===== src/rtl/instr_injector_pkg.sv =====
// Shared types and constants for the instruction-injection sequencer.
package instr_injector_pkg;

  localparam logic [3:0] HLT_OPCODE = 4'hF;
  localparam int         OPC_MAXW   = 64;

  typedef enum logic [2:0] {
    ST_IDLE,
    ST_RUN,
    ST_DRAIN,
    ST_DONE,
    ST_TIMEOUT
  } inj_state_e;

  // Top four bits of an instruction of width instr_w, passed zero-extended.
  function automatic logic [3:0] opcode_of(input logic [OPC_MAXW-1:0] instr,
                                           input int                  instr_w);
    return 4'(instr >> (instr_w - 4));
  endfunction

endpackage


===== src/rtl/instr_injector_fifo.sv =====
// Synchronous program FIFO with flush; occupancy counter separates full from empty.
module instr_injector_fifo #(
  parameter int DEPTH   = 32,
  parameter int INSTR_W = 16
) (
  input  logic                     clk,
  input  logic                     rst_n,
  input  logic                     push,
  input  logic [INSTR_W-1:0]       din,
  input  logic                     pop,
  input  logic                     flush,
  output logic [INSTR_W-1:0]       head,
  output logic                     full,
  output logic                     empty,
  output logic [$clog2(DEPTH):0]   level
);

  localparam int AW = $clog2(DEPTH);

  logic [INSTR_W-1:0] r_mem [DEPTH];
  logic [AW-1:0]      r_wr;
  logic [AW-1:0]      r_rd;
  logic [AW:0]        r_level;

  // Storage array; contents need no reset since level gates every read.
  always_ff @(posedge clk) begin
    if (push) r_mem[r_wr] <= din;
  end

  // Pointers wrap naturally (DEPTH is a power of 2); flush discards everything.
  always_ff @(posedge clk or negedge rst_n) begin
    if (!rst_n) begin
      r_wr    <= '0;
      r_rd    <= '0;
      r_level <= '0;
    end else if (flush) begin
      r_wr    <= '0;
      r_rd    <= '0;
      r_level <= '0;
    end else begin
      if (push) r_wr <= r_wr + 1'b1;
      if (pop)  r_rd <= r_rd + 1'b1;
      case ({push, pop})
        2'b10:   r_level <= r_level + 1'b1;
        2'b01:   r_level <= r_level - 1'b1;
        default: r_level <= r_level;
      endcase
    end
  end

  assign head  = r_mem[r_rd];
  assign full  = (r_level == (AW+1)'(DEPTH));
  assign empty = (r_level == '0);
  assign level = r_level;

endmodule


===== src/rtl/instr_injector.sv =====
// Instruction-injection sequencer: buffers a program and streams it into the cpu
// one word per cycle until halt or cycle-budget timeout.
module instr_injector
  import instr_injector_pkg::*;
#(
  parameter int               INSTR_W    = 16,
  parameter int               DEPTH      = 32,
  parameter int               TIMEOUT    = 100000,
  parameter logic [3:0]       HLT_OP     = HLT_OPCODE,
  parameter logic [INSTR_W-1:0] FILL_INSTR = '0
) (
  input  logic                           clk,
  input  logic                           rst_n,
  input  logic                           load_valid,
  input  logic [INSTR_W-1:0]             load_instr,
  output logic                           load_ready,
  input  logic                           start,
  input  logic                           clear,
  input  logic                           hlt_in,
  output logic [INSTR_W-1:0]             instr_out,
  output logic                           mode_out,
  output logic                           busy,
  output logic                           done,
  output logic                           timed_out,
  output logic [$clog2(DEPTH)+7:0]       issued_cnt,
  output logic [$clog2(TIMEOUT+1)-1:0]   cycle_cnt,
  output logic [$clog2(DEPTH):0]         level
);

  localparam int             IW       = $clog2(DEPTH) + 8;
  localparam int             CW       = $clog2(TIMEOUT + 1);
  localparam logic [CW-1:0]  CYC_LAST = CW'(TIMEOUT - 1);

  inj_state_e          r_state, w_state_nxt;
  logic [INSTR_W-1:0]  r_instr, w_instr_nxt;
  logic [IW-1:0]       r_issued;
  logic [CW-1:0]       r_cycle;
  logic [INSTR_W-1:0]  w_head;
  logic                w_full, w_empty;
  logic                w_push, w_pop, w_flush;
  logic                w_clr_cnt, w_cnt_en, w_cyc_last;

  assign w_cyc_last = (r_cycle == CYC_LAST);
  assign load_ready = !w_full && (r_state == ST_IDLE || r_state == ST_RUN);
  assign w_push     = load_valid && load_ready;

  instr_injector_fifo #(
    .DEPTH   (DEPTH),
    .INSTR_W (INSTR_W)
  ) u_fifo (
    .clk   (clk),
    .rst_n (rst_n),
    .push  (w_push),
    .din   (load_instr),
    .pop   (w_pop),
    .flush (w_flush),
    .head  (w_head),
    .full  (w_full),
    .empty (w_empty),
    .level (level)
  );

  // State register.
  always_ff @(posedge clk or negedge rst_n) begin
    if (!rst_n) r_state <= ST_IDLE;
    else        r_state <= w_state_nxt;
  end

  // Next state and per-cycle control; timeout outranks hlt_in, and a cycle
  // that ends the run issues nothing.
  always_comb begin
    w_state_nxt = r_state;
    w_instr_nxt = FILL_INSTR;
    w_pop       = 1'b0;
    w_flush     = 1'b0;
    w_clr_cnt   = 1'b0;
    w_cnt_en    = 1'b0;
    case (r_state)
      ST_IDLE: begin
        if (start) begin
          w_state_nxt = ST_RUN;
          w_clr_cnt   = 1'b1;
        end
      end
      ST_RUN: begin
        w_cnt_en = 1'b1;
        if (w_cyc_last) begin
          w_state_nxt = ST_TIMEOUT;
        end else if (hlt_in) begin
          w_state_nxt = ST_DONE;
        end else if (!w_empty) begin
          w_pop       = 1'b1;
          w_instr_nxt = w_head;
          if (opcode_of(OPC_MAXW'(w_head), INSTR_W) == HLT_OP) w_state_nxt = ST_DRAIN;
        end
      end
      ST_DRAIN: begin
        w_cnt_en = 1'b1;
        if (w_cyc_last)  w_state_nxt = ST_TIMEOUT;
        else if (hlt_in) w_state_nxt = ST_DONE;
      end
      ST_DONE, ST_TIMEOUT: begin
        if (clear) begin
          w_state_nxt = ST_IDLE;
          w_flush     = 1'b1;
        end
      end
      default: w_state_nxt = ST_IDLE;
    endcase
  end

  // Issued instruction register and run counters (frozen outside RUN/DRAIN).
  always_ff @(posedge clk or negedge rst_n) begin
    if (!rst_n) begin
      r_instr  <= FILL_INSTR;
      r_issued <= '0;
      r_cycle  <= '0;
    end else begin
      r_instr <= w_instr_nxt;
      if (w_clr_cnt) begin
        r_issued <= '0;
        r_cycle  <= '0;
      end else begin
        if (w_cnt_en) r_cycle <= r_cycle + 1'b1;
        if (w_pop && r_issued != '1) r_issued <= r_issued + 1'b1;
      end
    end
  end

  assign instr_out  = r_instr;
  assign busy       = (r_state == ST_RUN) || (r_state == ST_DRAIN);
  assign mode_out   = busy;
  assign done       = (r_state == ST_DONE);
  assign timed_out  = (r_state == ST_TIMEOUT);
  assign issued_cnt = r_issued;
  assign cycle_cnt  = r_cycle;

endmodule

===== config.mk =====
export PLATFORM = sky130hd
export DESIGN_NAME = instr_injector
export DESIGN_NICKNAME = d
export VERILOG_FILES = /design/src/rtl/instr_injector_pkg.sv /design/src/rtl/instr_injector_fifo.sv /design/src/rtl/instr_injector.sv
export SDC_FILE = /design/constraint.sdc
export NUM_CORES = 1
export LEC_CHECK = 0
export BUFFER_PORTS_ARGS = -buffer_cell sky130_fd_sc_hd__clkbuf_2
export CAP_MARGIN = 15
export CORE_MARGIN = 10
export CORE_UTILIZATION = 46
export CTS_BUF_LIST = sky130_fd_sc_hd__clkbuf_2
export CTS_CLUSTER_DIAMETER = 30
export DETAILED_ROUTE_END_ITERATION = 10
export GPL_ROUTABILITY_DRIVEN = 0
export PLACE_DENSITY_LB_ADDON = 0.25
export SLEW_MARGIN = 5
export SYNTH_ARGS = -nofsm -noshare
export SYNTH_HDL_FRONTEND = slang
export SYNTH_HIERARCHICAL = 1
export SYNTH_SLANG_ARGS = --single-unit

===== constraint.sdc =====
create_clock -name clk -period 4.6 [get_ports clk]
set_clock_uncertainty 0.15 [all_clocks]
set_input_delay 0.46 -clock clk [delete_from_list [all_inputs] [get_ports clk]]
set_output_delay 0.46 -clock clk [all_outputs]
set_load 0.02 [all_outputs]

==> results_dict.tcl <==
set metrics [dict create \
    critPathCaptureType "register" \
    post_cts_resized 0 \
    setup-violations-final 0 \
    p_clk_frac 0.268 \
    leakage_uw 0.00911 \
    core_um2 50000 \
    syn_to_final_growth_pct 13.2 \
    crit_type "reg -> reg" \
    drive_gt1_frac 0.283 \
    async_flop_share 0.113 \
    clockRootBuffer "clkbuf_2" \
    top_layer "met5" \
    critPathMaxFanout 37 \
    num_rows 82 \
    cp_top_family "buffers and inverters" \
    seq_area_frac_synth 0.735 \
    relSlewSlack 0.293 \
    hold_path.class "in -> reg" \
    r2r_start "u_fifo/r_rd[0]" \
    power_density_nw_per_um2 497 \
    num_vias 13008 \
    crit_slowest_cell "dfrtp_4" \
    syn_area_per_cell_um2 17.4 \
    vias_per_cell 5.52 \
    synth_cells 1332 \
    fmax_mhz 247 \
    io_pins 79 \
    wl_met1_um 24200 \
    combinationalPowerShare 0.243 \
    path_common_cell "nand4_1" \
    p_seq_frac 0.489 \
    synth_top_area_frac 0.665 \
    drt_wl_total_um 55300 \
    swShare 0.322 \
    outcome "complete, no violations" \
    grt_max_degree 66 \
    p_switching_uw 4190 \
    crit_start "u_fifo/r_rd[0]" \
    tightest_slew_ns 1.05 \
    drtPass1Iterations 6 \
    dieHeight_um 244 \
    period_share 0.880 \
    cts_tree "yes" \
    synth_edf_count 512 \
    grt_pass1_vias 13330 \
    route.met3.wl_um 3460 \
    synthSimpleGateAreaFrac 0.0704 \
    synth.distinct_cells 55 \
    grt_first_pass_wirelength_um 82800 \
    cp_num_buf_inv 2 \
    crit_path_start_kind "register" \
    fillers 4215 \
    grt-ovfl-total 0 \
    die_w_um 244 \
    yosysTopAreaCell "edfxtp_1" \
    clkTransAtPathRegs_ns 0.09 \
    htreeDepth 4 \
    cp.arrival_ns 5.05 \
    max_stage_delay_ns 0.89 \
    ys_ff_latch 577 \
    post-synth-top-count-cell "edfxtp_1" \
    syn_nets 1364 \
    antenna_found_initial 2 \
    port-buffer-count 78 \
    synth_top_family_by_area "multiplexers" \
    p_int_uw 8810 \
    synth_commonest_cells "512 x edfxtp_1, 132 x mux2i_1, 69 x nor2_1" \
    synth_mux_area_frac 0.121 \
    clk-insertion-delay-late_ns 1.31 \
    synth_flop_cell "edfxtp_1" \
    dr.first_iter.drc_count 1157 \
    grt_usage 0.186 \
    drv_cap 0 \
    finish.net_count 1611 \
    worst_hold_slack_ns 0.247 \
    crit_chain "buf_12, mux4_2, nor2b_1, a21oi_1, nand4_1, nand4_1, nor3_1, o31ai_1, dlygate4sd3_1, mux2_2" \
    clockBufferDepth 3 \
    hold_viol_final 0 \
    antenna_left 0 \
    synth_xor_xnor_area_share 0.0114 \
    dieArea_um2 59700 \
    finalMaxSlewViolations 0 \
    synthAdderAreaFrac 0.00541 \
    drc 0 \
    hpwl_um 33000 \
    ir_drop_v 0.000221 \
    yosys_warnings 6 \
    rsz0062_at_grt "no" \
    cts_buffers 151 \
    route.met2.wl_um 26200 \
    synth_compound_area_frac 0.0375 \
    cp.required_ns 5.61 \
    timing.final.crit_period_ns 4.05 \
    hp-start "clear" \
    yosys-top-cells-area "edfxtp_1 66%, dfrtp_1 7.0%, mux4_2 6.2%, mux2i_1 5.7%, a22oi_1 2.1%" \
    setup_tns_ns 0 \
    start_util 0.463 \
    synth.cell_area_um2 23100 \
    cts_sinks 577 \
    wl_per_cell_um 23.5 \
]
==> what timing repair did <==
item                      in CTS  in global routing
buffers inserted               0                  0
hold endpoints to repair     659                  0
hold buffers                  28                  0
==> power by group through the flow <==
stage                     Clock, µW  Combinational, µW  Sequential [µW]
after floorplan                   0               2340             6330
after global routing           3920               3400             6400
after global placement            0               3110             6470
final                          3490               3160             6360
after detailed placement          0               3140             6480
after CTS                      3620               3180             6360
==> state kept, by name, indices dropped and copies added (netlist names) <==
| signal | cells |
|---|---|
| issued_cnt | 13 |
| u_fifo/r_mem | 512 |
| u_fifo/r_wr | 5 |
| cycle_cnt | 17 |
| instr_out | 16 |
| u_fifo/r_rd | 5 |
| u_fifo/level | 6 |
| r_state | 3 |
==> worst min-delay path, stage by stage <==
cell and delay [ns]:
dlygate4sd3_1 0.54, clkbuf_2 0.12, o21a_1 0.32, nor2_1 0.18
==> logic make-up (layout without fill, tap and decap cells) <==
family | count (synthesis) | count (layout)
and+or+nand+nor | 301 | 301
other | 0 | 2
DFF | 577 | 577
muxes | 200 | 200
adders and majority gates | 10 | 10
xor gates and xnor gates | 30 | 30
AOI/OAI and AO/OA | 133 | 133
buffers and inverters | 81 | 433
==> per-layer routing <==
| layer | track usage | up-vias |
|---|---|---|
| met5 | 0 | - |
| met4 | 0.0763 | 2 |
| met3 | 0.0488 | 93 |
| met2 | 0.286 | 421 |
| met1 | 0.249 | 6665 |
| li1 | - | 5827 |
==> through the flow <==
stage	area, µm²	setup WS (ns)	std cells	power (µW)	utilization
global placement	24500	0.918	2070	9580	0.491
CTS	26200	0.528	2356	13200	0.524
floorplan	23100	0.756	1332	8670	-
global route	26200	0.313	2358	13700	0.524
finish	26200	0.554	2358	13000	0.524
detailed placement	24500	0.875	2070	9620	0.491
==> final timing paths <==
| kind | to | slack (ns) | depth (start not counted) |
|---|---|---|---|
| worst min-delay path | u_fifo/r_rd[0] | 0.25 | 4 |
| max in group asynchronous | u_fifo/r_rd[1] | 3.26 | 5 |
| worst max register to register | r_state[0] | 0.55 | 10 |
| worst min register to register | issued_cnt[2] | 0.42 | 1 |
| worst max-delay path | r_state[0] | 0.55 | 10 |
| min in group asynchronous | cycle_cnt[15] | 0.68 | 5 |
==> area by class of cell <==
cell class                 count  area, µm²  area share
multi-input combinational    674       5760       0.220
timing repair buffer         167       1190      0.0453
clock buffer                 220       1100      0.0421
inverter                       8       30.0     0.00115
sequential                   577      17000       0.650
antenna                        2       5.00    0.000191
tap                          672        841      0.0321
clock inverter                38        251     0.00961
==> cell usage in the layout (no fill, tap or decap), types with 10 or more instances in the layout <==
cell type	Yosys	final
a21oi_1	44	44
a22oi_1	65	65
and2_1	20	20
buf_4	2	59
clkbuf_2	0	297
clkinv_1	1	18
dfrtp_1	65	63
dlygate4sd3_1	0	27
edfxtp_1	512	512
ha_1	10	10
mux2i_1	132	132
mux4_2	64	64
nand2_1	28	28
nand3_1	48	48
nand4_1	30	30
nor2_1	69	68
nor2b_1	38	36
nor3_1	22	10
nor3_2	1	13
xnor2_1	14	14
xor2_1	16	16
Note: power is estimated with default switching activity, not from simulation.
